[src/rtl/mvau_inp_buffer.sv]
// Input activation buffer for mvau_stream: captures one SF-word vector and replays it NF times.
// Define MVAU_INP_BUF_PINGPONG_EN for two banks; the default build uses a single bank.
module mvau_inp_buffer #(
  parameter int SIMD    = 2,
  parameter int TSrcI   = 4,
  parameter int MatrixW = 8,
  parameter int MatrixH = 4,
  parameter int PE      = 2
) (
  input  logic                  clk,
  input  logic                  rst,
  input  logic                  in_v,
  output logic                  in_rdy,
  input  logic [SIMD*TSrcI-1:0] in_act,
  output logic                  out_v,
  input  logic                  out_rdy,
  output logic [SIMD*TSrcI-1:0] out_act,
  output logic                  out_first,
  output logic                  out_last
);

  localparam int DW  = SIMD * TSrcI;
  localparam int SF  = MatrixW / SIMD;
  localparam int NF  = MatrixH / PE;
  localparam int SFW = (SF > 1) ? $clog2(SF) : 1;
  localparam int NFW = (NF > 1) ? $clog2(NF) : 1;
`ifdef MVAU_INP_BUF_PINGPONG_EN
  localparam int NB = 2;
`else
  localparam int NB = 1;
`endif
  localparam logic [SFW-1:0] SF_LAST = SFW'(SF - 1);
  localparam logic [NFW-1:0] NF_LAST = NFW'(NF - 1);

  logic [DW-1:0]  mem_q [NB][SF];
  logic [NB-1:0]  full_q, full_d;
  logic           wrBank_q, wrBank_d;
  logic [SFW-1:0] wrAddr_q, wrAddr_d;
  logic           rdBank_q, rdBank_d;
  logic [SFW-1:0] rdSf_q, rdSf_d;
  logic [NFW-1:0] rdNf_q, rdNf_d;
  logic           outV_q, outV_d;
  logic [DW-1:0]  outAct_q, outAct_d;
  logic           outFirst_q, outFirst_d;
  logic           outLast_q, outLast_d;

  logic wrFire, wrDone, load, rdDone;

  assign in_rdy    = !full_q[wrBank_q];
  assign wrFire    = in_v && in_rdy;
  assign wrDone    = wrFire && (wrAddr_q == SF_LAST);
  assign load      = full_q[rdBank_q] && (!outV_q || out_rdy);
  assign rdDone    = load && (rdSf_q == SF_LAST) && (rdNf_q == NF_LAST);

  assign out_v     = outV_q;
  assign out_act   = outAct_q;
  assign out_first = outFirst_q;
  assign out_last  = outLast_q;

  // Set and clear of the full flags never hit the same bank, so both apply in one cycle.
  always_comb begin
    full_d     = full_q;
    wrAddr_d   = wrAddr_q;
    wrBank_d   = (NB == 2) ? (wrBank_q ^ wrDone) : 1'b0;
    rdBank_d   = (NB == 2) ? (rdBank_q ^ rdDone) : 1'b0;
    rdSf_d     = rdSf_q;
    rdNf_d     = rdNf_q;
    outV_d     = outV_q;
    outAct_d   = outAct_q;
    outFirst_d = outFirst_q;
    outLast_d  = outLast_q;

    if (wrFire) begin
      wrAddr_d = wrDone ? '0 : wrAddr_q + SFW'(1);
    end
    if (wrDone) begin
      full_d[wrBank_q] = 1'b1;
    end

    if (load) begin
      outV_d     = 1'b1;
      outAct_d   = mem_q[rdBank_q][rdSf_q];
      outFirst_d = (rdSf_q == '0);
      outLast_d  = (rdSf_q == SF_LAST);
      if (rdSf_q == SF_LAST) begin
        rdSf_d = '0;
        rdNf_d = (rdNf_q == NF_LAST) ? '0 : rdNf_q + NFW'(1);
      end else begin
        rdSf_d = rdSf_q + SFW'(1);
      end
    end else if (out_rdy) begin
      outV_d = 1'b0;
    end

    if (rdDone) begin
      full_d[rdBank_q] = 1'b0;
    end
  end

  always_ff @(posedge clk or posedge rst) begin
    if (rst) begin
      full_q     <= '0;
      wrBank_q   <= 1'b0;
      wrAddr_q   <= '0;
      rdBank_q   <= 1'b0;
      rdSf_q     <= '0;
      rdNf_q     <= '0;
      outV_q     <= 1'b0;
      outAct_q   <= '0;
      outFirst_q <= 1'b0;
      outLast_q  <= 1'b0;
    end else begin
      full_q     <= full_d;
      wrBank_q   <= wrBank_d;
      wrAddr_q   <= wrAddr_d;
      rdBank_q   <= rdBank_d;
      rdSf_q     <= rdSf_d;
      rdNf_q     <= rdNf_d;
      outV_q     <= outV_d;
      outAct_q   <= outAct_d;
      outFirst_q <= outFirst_d;
      outLast_q  <= outLast_d;
    end
  end

  // Vector storage needs no reset: the full flags decide what is valid.
  always_ff @(posedge clk) begin
    if (wrFire) begin
      mem_q[wrBank_q][wrAddr_q] <= in_act;
    end
  end

endmodule

[config.mk]
export PLATFORM = sky130hd
export DESIGN_NAME = mvau_inp_buffer
export DESIGN_NICKNAME = d
export VERILOG_FILES = /design/src/rtl/mvau_inp_buffer.sv
export SDC_FILE = /design/constraint.sdc
export NUM_CORES = 1
export LEC_CHECK = 0
export BUFFER_PORTS_ARGS = -buffer_cell sky130_fd_sc_hd__buf_2
export CELL_PAD_IN_SITES_DETAIL_PLACEMENT = 1
export CELL_PAD_IN_SITES_GLOBAL_PLACEMENT = 2
export CORE_ASPECT_RATIO = 0.8
export CORE_MARGIN = 5
export CORE_UTILIZATION = 42
export CTS_CLUSTER_SIZE = 40
export DETAILED_ROUTE_END_ITERATION = 7
export HOLD_SLACK_MARGIN = 0.02
export PLACE_DENSITY = 0.87
export SETUP_SLACK_MARGIN = 0.05
export SLEW_MARGIN = 20
export SYNTH_ARGS = -nofsm -noshare
export SYNTH_HDL_FRONTEND = slang
export SYNTH_SLANG_ARGS = --single-unit
[constraint.sdc]
create_clock -name clk -period 2 [get_ports clk]
set_clock_uncertainty 0.05 [all_clocks]
set_input_delay 0 -clock clk [delete_from_list [all_inputs] [get_ports clk]]
set_output_delay 0 -clock clk [all_outputs]
set_load 0.01 [all_outputs]
==> flow_summary_export.csv, run 1 <==
group,metric,value,unit
synth,netlist_area,1921,sq um
global_route,antenna_found_initial,0,
clock_network,cts_tree,"built",
power,p_comb_share,27.5,%
routing,via_count,989,
synth,synth-main-ff-cell,"edfxtp_1",
power,seqPwrFrac,49.5,%
synth,synthCells,102,
global_route,grt_first_pass_wirelength,5.595,mm
floorplanning,dieArea,6034,sq um
timing,setup_slack,158.4,ps
power,intPower,2.193,mW
placed_design,gp_congestion,0.6772,
routing,drc,0,
synth,ys_warn_count,0,
layout,syn_to_final_growth,20.52,%
setup_path,worstPathMaxFanout,12,
routing,routed_wl,3.342,mm
synth,ys_top_cells_by_count,"edfxtp_1 (32), dfrtp_1 (17), mux2_2 (11)",
setup_path,cp-start-kind,"flip-flop",
global_route,grt_max_degree,18,
synth,yosysUniqueCellTypes,20,
timing,worst_slew_pin_slew,677.7,ps
clock_network,insertion_delay,310,ps
hold_path,min_path_type,"input pin to asynchronous set/reset pin",
timing,post-route-period-util,92.08,%
synth,ys_seq_area_share,72.18,%
setup_path,critPathKind,"flip-flop to flip-flop",
timing,grt_setup_unrepaired,"no",
synth,synth_edf_count,32,
timing,slew_headroom,54.77,%
setup_path,arrival,1990,ps
synth,synth_nets,120,
power,clkPwrFrac,23.0,%
floorplanning,top_level_ports,24,
synth,ys_ff_latch,49,
setup_path,crit_family,"multiplexers",
clock_network,cts_buffers,5,
floorplanning,num_rows,22,
clock_network,h-tree-depth,2,
timing,drv_slew,0,
floorplanning,die_w,85.61,um
synth,synth_top_cell_by_area,"edfxtp_1",
layout,fillers,451,
timing,fin_crit,1842,ps
power,leakage,0.9023,nW
synth,synth.most_common_cell,"edfxtp_1",
global_route,grt_util_all_layers,12.74,%
timing,setup_viol,0,
setup_path,reg2reg_setup_slack,160,ps
clock_network,clkTransAtPathRegs,100,ps
setup_path,cp_slowest_stage_delay,770,ps
power,swShare,29.83,%
layout,nNetsFinal,158,
routing,drtIter0Drc,62,
power,vdd_drop_max,0.6646,mV
clock_network,clock-sinks,49,
floorplanning,initial_core_util,42.54,%
setup_path,critPathSlowestCell,"dfrtp_1",
synth,netlist.area_leader.share,50.03,%
clock_network,ctsResizeCount,0,
setup_path,cp_num_buf_inv,0,
job,drv_cap,0,
synth,avgSynthCellArea,18.83,sq um
outcome,status,"finished clean",
clock_network,cts_max_path_buffers,2,
routing,viasPerCell,4.920,
clock_network,clockRootBuffer,"clkbuf_8",
floorplanning,die_y,70.49,um
global_route,grt_pass1_vias,1095,
placed_design,numPortBuffers,23,
placed_design,hpwl,2.220,mm
setup_path,required,2150,ps
routing,first_pass_iters,2,
global_route,grt.overflow.total,0,
clock_network,post_cts.repair.setup_buffers,0,
layout,n_antenna_cell,0,
timing,setup_tns,0,ps
synth,synth.area.top_cells,"edfxtp_1 (50%), dfrtp_1 (22%), mux4_2 (8.2%), mux2_2 (6.4%), ha_1 (3.9%)",
routing,ant_nets,0,
power,p_switching,932.6,uW
floorplanning,core,4514,sq um
setup_path,critical_path.cell_chain,"mux4_1 > mux2_2",
timing,hold_viol,0,
layout,drive_gt1_share,35.46,%
power,power_density,1351,nW/um^2
placed_design,pre_cts_slack,132.8,ps
synth,async_reset_ff_share,34.69,%
timing,timing.fmax,0.5430,GHz
routing,wl_per_cell,16.63,um
setup_path,cp-end-kind,"flip-flop",
-- cell type report --
cell class / instances / area (sq um) / share of cell area, %
clock buffer: 5 / 68.82 / 2.973
clock inverter: 3 / 46.29 / 2.000
inverter: 6 / 22.52 / 0.9730
multi-input combinational: 44 / 490.5 / 21.19
sequential: 49 / 1386 / 59.89
tap: 60 / 75.07 / 3.243
timing repair buffer: 34 / 225.2 / 9.730
-- logic make-up after synthesis --
family / count (synthesis) / share of synthesized area, %
adder cells (fa/ha/maj): 6 / 3.909
multiplexers: 19 / 16.03
AND/OR/NAND/NOR: 13 / 3.387
AO/OA/AOI/OAI: 5 / 1.759
flip-flops: 49 / 72.18
XOR/XNOR: 1 / 0.4561
buffers and inverters: 9 / 2.280
-- what timing repair did --
item	4_1_cts	5_1_grt
hold endpoints to repair	51	0
hold buffers	11	0
endpoints found under the setup margin	0	0
-- per-stage QoR --
step / utilization [%] / hold WS (ps) / area, sq um / power, mW / std cells
final: 51.27 / 275.7 / 2315 / 3.126 / 201
after global routing: 51.27 / 331.0 / 2315 / 3.345 / 201
after CTS: 51.27 / 304.8 / 2315 / 3.179 / 201
after detailed placement: 46.29 / 95.90 / 2090 / 2.446 / 182
after global placement: 46.29 / 87.12 / 2090 / 2.381 / 182
after floorplan: - / -123.9 / 1921 / 2.165 / 102
-- routing by layer --
| layer | part of all wire, % | GRT usage, % | vias up |
|---|---|---|---|
| met5 | 0 | 0 | - |
| met3 | 4.4 | 3.538 | 7 |
| met2 | 52 | 21.12 | 20 |
| met4 | 2.0 | 5.800 | 0 |
| li1 | - | - | 455 |
| met1 | 41 | 15.37 | 507 |
-- path summary, 6_finish.rpt --
| kind | startpoint | to | cells after the start |
|---|---|---|---|
| worst max-delay path | rdSf_q[0] | out_act[7] | 2 |
| max in group asynchronous | rst | out_last | 3 |
| worst max register to register | rdSf_q[0] | out_act[7] | 2 |
| worst min register to register | rdNf_q | rdNf_q | 1 |
| worst min-delay path | rst | out_act[2] | 3 |
| min in group clk | in_act[0] | mem_q[0][16] | 2 |
-- registers in the layout (all words and copies together), names as in the netlist, 2 cells and up --
| register | count |
|---|---|
| wrAddr_q | 2 |
| out_act | 8 |
| rdSf_q | 2 |
| mem_q | 32 |
-- layout by cell type, fill, tap and decap left out --
cell / n
nand2b_1: 1
a21oi_1: 1
a41oi_1: 1
clkinv_4: 1
clkbuf_8: 5
a21bo_2: 1
nand3_1: 1
inv_1: 6
ha_1: 6
clkinvlp_4: 1
nand2_1: 4
buf_2: 23
xnor2_1: 1
o21ai_0: 2
mux4_1: 1
dfrtp_1: 17
mux4_2: 7
mux2_2: 11
nor2_1: 2
dlygate4sd3_1: 11
bufinv_16: 1
nor2b_1: 1
edfxtp_1: 32
and2_1: 4
-- tightest hold or removal path, cell delays in order --
cell           delay (ps)
dlygate4sd3_1         530
buf_2                 120
inv_1                 490
-- power by group through the flow --
stage	sequential [mW]	combinational, mW	clock [mW]
finish	1.55	0.858	0.719
global route	1.59	0.976	0.780
CTS	1.56	0.884	0.737
detailed placement	1.58	0.866	0
global placement	1.55	0.831	0
floorplan	1.51	0.658	0
Power figures use the tool's default switching activity.
==> run 2: changes to the inputs <==
--- a/config.mk
+++ b/config.mk
@@ -15,6 +15,7 @@
 export DETAILED_ROUTE_END_ITERATION = 7
 export HOLD_SLACK_MARGIN = 0.02
 export PLACE_DENSITY = 0.87
+export RECOVER_POWER = 25
 export SETUP_SLACK_MARGIN = 0.05
 export SLEW_MARGIN = 20
 export SYNTH_ARGS = -nofsm -noshare
==> flow_summary_export.csv, run 2 (synthesized netlist as in run 1, its figures left out) <==
group,metric,value,unit
outcome,status,"finished clean",
power,vdd_drop_max,0.6633,mV
timing,drv_slew,0,
timing,hold_viol,0,
floorplanning,dieArea,6034,sq um
routing,ant_nets,0,
setup_path,critPathCapture,"out_act[7]",
clock_network,insertion_delay,310,ps
clock_network,hold_buffers,11,
routing,routed_wl,3.338,mm
global_route,grt_util_all_layers,12.74,%
setup_path,crit_cells,2,
hold_path,min_path_type,"input pin to asynchronous set/reset pin",
global_route,grt_max_degree,18,
layout,layout.cells.non_filler,201,
setup_path,cp-end-kind,"flip-flop",
timing,setup_viol,0,
setup_path,required,2150,ps
clock_network,ctsResizeCount,0,
layout,top_register,"mem_q",
routing,drtIter0Drc,61,
power,leakage,0.8803,nW
layout,nNetsFinal,158,
clock_network,h-tree-depth,2,
setup_path,critical_path.cell_chain,"mux4_1 > mux2_2",
routing,via_count,989,
layout,drive_gt1_share,29.79,%
layout,post-route-util,51.05,%
clock_network,clockRootBuffer,"clkbuf_8",
layout,syn_to_final_growth,20.00,%
clock_network,clkTransAtPathRegs,100,ps
clock_network,post_cts.repair.setup_buffers,0,
clock_network,cts_buffers,5,
job,drv_cap,0,
floorplanning,die_y,70.49,um
floorplanning,die_w,85.61,um
floorplanning,core,4514,sq um
setup_path,reg2reg_setup_slack,160,ps
layout,fin_area,2305,sq um
setup_path,reg2reg_from,"rdSf_q[0]",
timing,timing.fmax,0.5430,GHz
placed_design,hpwl,2.220,mm
global_route,grt.overflow.total,0,
clock_network,cts_tree,"built",
routing,first_pass_iters,2,
placed_design,dp.cells,182,
setup_path,reg2reg_depth,2,
power,finalPower,3.124,mW
routing,drc,0,
placed_design,numPortBuffers,23,
setup_path,r2r_end,"out_act[7]",
floorplanning,num_rows,22,
layout,layout_common_cells,"edfxtp_1 (32), dfrtp_1 (17), buf_2 (15), mux2_2 (11), dlygate4sd3_1 (11)",
floorplanning,initial_core_util,42.54,%
timing,setup_tns,0,ps
layout,layout_commonest_cell,"edfxtp_1",
clock_network,cts_max_path_buffers,2,
timing,grt_setup_unrepaired,"no",
floorplanning,top_level_ports,24,
timing,fin_crit,1842,ps
setup_path,arrival,1990,ps
timing,slew_headroom,54.77,%
timing,worst_slew_pin_slew,677.7,ps
routing,wl_per_cell,16.61,um
setup_path,cp_slowest_stage_delay,770,ps
setup_path,crit_family,"multiplexers",
routing,viasPerCell,4.920,
global_route,antenna_found_initial,0,
placed_design,postPlaceCellArea,2090,sq um
timing,post-route-period-util,92.08,%
power,power_density,1356,nW/um^2
setup_path,critPathKind,"flip-flop to flip-flop",
global_route,grt_pass1_vias,1095,
setup_path,critPathLaunch,"rdSf_q[0]",
global_route,grt_first_pass_wirelength,5.595,mm
clock_network,clock-sinks,49,
setup_path,worstPathMaxFanout,12,
setup_path,cp-start-kind,"flip-flop",
setup_path,critPathSlowestCell,"dfrtp_1",
layout,largest_reg_flops,32,
setup_path,cp_num_buf_inv,0,
layout,n_antenna_cell,0,
placed_design,gp_congestion,0.6772,
==> run 2: cell types whose count changed in the layout (fill, tap and decap cells not counted) <==
cell and change:
buf_2 -8, clkbuf_1 +8
==> run 2: routing by layer <==
metal  track usage (%)  wire length, um
met5                 0                0
met4             5.800               67
met3             3.538              146
met2             21.12             1746
met1             15.37             1378
==> run 2: area by class of cell <==
cell class                      count  area, sq um
Clock buffer                        5        68.82
Clock inverter                      3        46.29
Fill cell                         459         2210
Inverter                            6        22.52
Multi-Input combinational cell     44        490.5
Sequential cell                    49         1386
Tap cell                           60        75.07
Timing Repair Buffer               34        215.2
==> run 2: stage by stage <==
stage / hold slack, ps / worst slack (ps)
finish: 275.6 / 158.4
global route: 331.0 / 54.10
CTS: 304.8 / 119.7
detailed placement: 95.90 / 132.8
global placement: 87.12 / 215.8
floorplan: -123.9 / 550.5
==> run 2: how the worst min path moves through the flow <==
| stage | slack (ps) | end | start | depth (start not counted) |
|---|---|---|---|---|
| final | 280 | out_act[2] | rst | 3 |
| after global placement | 90 | out_act[5] | rst | 2 |
| after floorplan | -120 | full_q | rst | 1 |
| after global routing | 330 | out_act[2] | rst | 3 |
| after detailed placement | 100 | rdSf_q[1] | rst | 2 |
| after CTS | 300 | wrAddr_q[1] | rst | 3 |
==> run 2: worst reg2reg max path: stages (launching register included) <==
cell and delay (ps):
dfrtp_1 770, mux4_1 650, mux2_2 270
==> run 2: report_power, final <==
| group | internal (mW) | switching (mW) |
|---|---|---|
| Combinational | 0.486 | 0.370 |
| Clock | 0.374 | 0.345 |
| Sequential | 1.33 | 0.218 |
==> run 3: changes to the inputs <==
--- a/config.mk
+++ b/config.mk
@@ -13,10 +13,11 @@
 export CORE_UTILIZATION = 42
 export CTS_CLUSTER_SIZE = 40
 export DETAILED_ROUTE_END_ITERATION = 7
+export GPL_ROUTABILITY_DRIVEN = 0
 export HOLD_SLACK_MARGIN = 0.02
 export PLACE_DENSITY = 0.87
 export RECOVER_POWER = 25
-export SETUP_SLACK_MARGIN = 0.05
+export SETUP_SLACK_MARGIN = 0.5
 export SLEW_MARGIN = 20
 export SYNTH_ARGS = -nofsm -noshare
 export SYNTH_HDL_FRONTEND = slang
==> flow_summary_export.csv, run 3 (synthesized netlist as in run 1, its figures left out) <==
group,metric,value,unit
setup_path,worstPathMaxFanout,6,
hold_path,hold_path_depth,3,
global_route,grt.busiest_layer,"met2",
setup_path,reg2reg_from,"rdSf_q[0]",
setup_path,cp_slowest_stage_delay,490,ps
setup_path,critPathSlowestCell,"mux4_2",
setup_path,critPathLaunch,"rdSf_q[0]",
power,vdd_drop_max,0.6710,mV
placed_design,hpwl,2.220,mm
timing,grt_setup_unrepaired,"yes",
outcome,status,"finished clean",
global_route,grt_pass1_vias,1117,
power,leakage,0.9065,nW
routing,ant_nets,0,
floorplanning,num_rows,22,
timing,fin_crit,1515,ps
routing,wl_per_cell,17.13,um
setup_path,arrival,1660,ps
global_route,grt_max_degree,18,
clock_network,clockRootBuffer,"clkbuf_8",
job,drv_cap,0,
floorplanning,die_y,70.49,um
timing,hold_ws,110.0,ps
layout,layout.cells.non_filler,204,
routing,drtIter0Drc,65,
timing,drv_slew,0,
global_route,grt_util_all_layers,13.04,%
timing,post-route-period-util,75.75,%
global_route,use_met3,4.127,%
setup_path,required,2150,ps
timing,worst_slew_pin_slew,690.6,ps
setup_path,critical_path.cell_chain,"buf_8 > mux4_2 > mux2_2",
layout,fillers,453,
placed_design,numPortBuffers,23,
clock_network,cts_buffers,5,
layout,final-seq-area,1390,sq um
routing,viasPerCell,4.966,
global_route,use_met2,20.95,%
timing,slew_headroom,53.91,%
layout,layout_common_cells,"edfxtp_1 (32), dfrtp_1 (16), buf_2 (15), mux2_2 (11), dlygate4sd3_1 (11)",
setup_path,r2r_end,"out_act[4]",
clock_network,cts_tree,"built",
setup_path,critPathKind,"flip-flop to flip-flop",
layout,top_register,"mem_q",
layout,n_antenna_cell,0,
layout,drive_gt1_share,36.11,%
hold_path,min_path_type,"input pin to flip-flop",
layout,multi_input_area,505.5,sq um
hold_path,min_from,"out_rdy",
clock_network,clock-sinks,49,
floorplanning,top_level_ports,24,
routing,drc,0,
global_route,grt_util_met1,15.83,%
setup_path,reg2reg_setup_slack,490,ps
power,power_density,1384,nW/um^2
layout,layout_commonest_cell,"edfxtp_1",
floorplanning,dieArea,6034,sq um
routing,routed_wl,3.494,mm
timing,setup_tns,0,ps
floorplanning,initial_core_util,42.54,%
layout,nNetsFinal,161,
clock_network,h-tree-depth,2,
routing,first_pass_iters,4,
global_route,grt.overflow.total,0,
clock_network,insertion_delay,310,ps
layout,largest_reg_flops,32,
placed_design,dp.cells,182,
setup_path,reg2reg_depth,3,
timing,timing.fmax,0.6601,GHz
floorplanning,core,4514,sq um
routing,via_count,1013,
setup_path,cp-start-kind,"flip-flop",
clock_network,cts_max_path_buffers,2,
global_route,antenna_found_initial,0,
setup_path,cp-end-kind,"flip-flop",
timing,hold_viol,0,
timing,setup_viol,0,
global_route,grt_first_pass_wirelength,5.727,mm
clock_network,clkTransAtPathRegs,90,ps
floorplanning,die_w,85.61,um
hold_path,holdPathEnd,"full_q",
layout,syn_to_final_growth,22.93,%
run 3: changes by cell type in the layout (fill, tap and decap cells not counted):
cell	change
dfrtp_1	-1
dfrtp_4	+1
nand2_2	+1
buf_8	+2
buf_4	+1
nor2b_1	-1
nand2_1	-1
and2_2	+4
and2_1	-4
nor2b_4	+1
run 3: cell type report:
type / count / share of cell area (%)
Sequential cell: 49 / 58.88
Multi-Input combinational cell: 44 / 21.41
Timing Repair Buffer: 37 / 10.70
Tap cell: 60 / 3.180
Clock buffer: 5 / 2.915
Clock inverter: 3 / 1.961
Inverter: 6 / 0.9539
run 3: through the flow:
stage	utilization, %	instance area, sq um	power, mW	worst slack [ps]
floorplan	-	1921	2.165	550.5
global placement	46.29	2090	2.381	215.8
detailed placement	46.29	2090	2.446	132.8
CTS	52.02	2349	3.252	457.0
global route	52.30	2361	3.489	411.0
finish	52.30	2361	3.267	485.1
run 3: critical path, delay by kind of cell, from the launching register on:
kind / cells / cell delay (ps)
flip-flops: 1 / 470
multiplexers: 2 / 760
buffers and inverters: 1 / 140
run 3: worst max-delay path by stage:
| stage | to | slack (ps) | cells after the start |
|---|---|---|---|
| final | out_act[4] | 490 | 3 |
| after detailed placement | out_act[7] | 130 | 2 |
| after global placement | out_act[7] | 220 | 2 |
| after global routing | rdSf_q[1] | 410 | 3 |
| after floorplan | out_act[0] | 550 | 3 |
| after CTS | out_act[4] | 460 | 3 |
run 3: power breakdown:
group / internal [mW] / switching (mW) / total (mW) / leakage, nW
Combinational: 0.568 / 0.446 / 1.01 / 0.362
Clock: 0.375 / 0.351 / 0.725 / 0.0543
Sequential: 1.34 / 0.189 / 1.53 / 0.490
Total: 2.28 / 0.986 / 3.27 / 0.907
run 3: routing by layer:
layer | vias to the layer above | part of all wire (%)
met3 | 11 | 5.9
met1 | 510 | 41
met2 | 30 | 50
met5 | - | 0
met4 | 0 | 2.7
li1 | 462 | -
run 3: what timing repair did:
item,in CTS,in global routing
hold buffers,11,0
setup endpoints to repair,45,45
resized for setup,7,6
buffers inserted,3,0
endpoints found under the hold margin,51,0
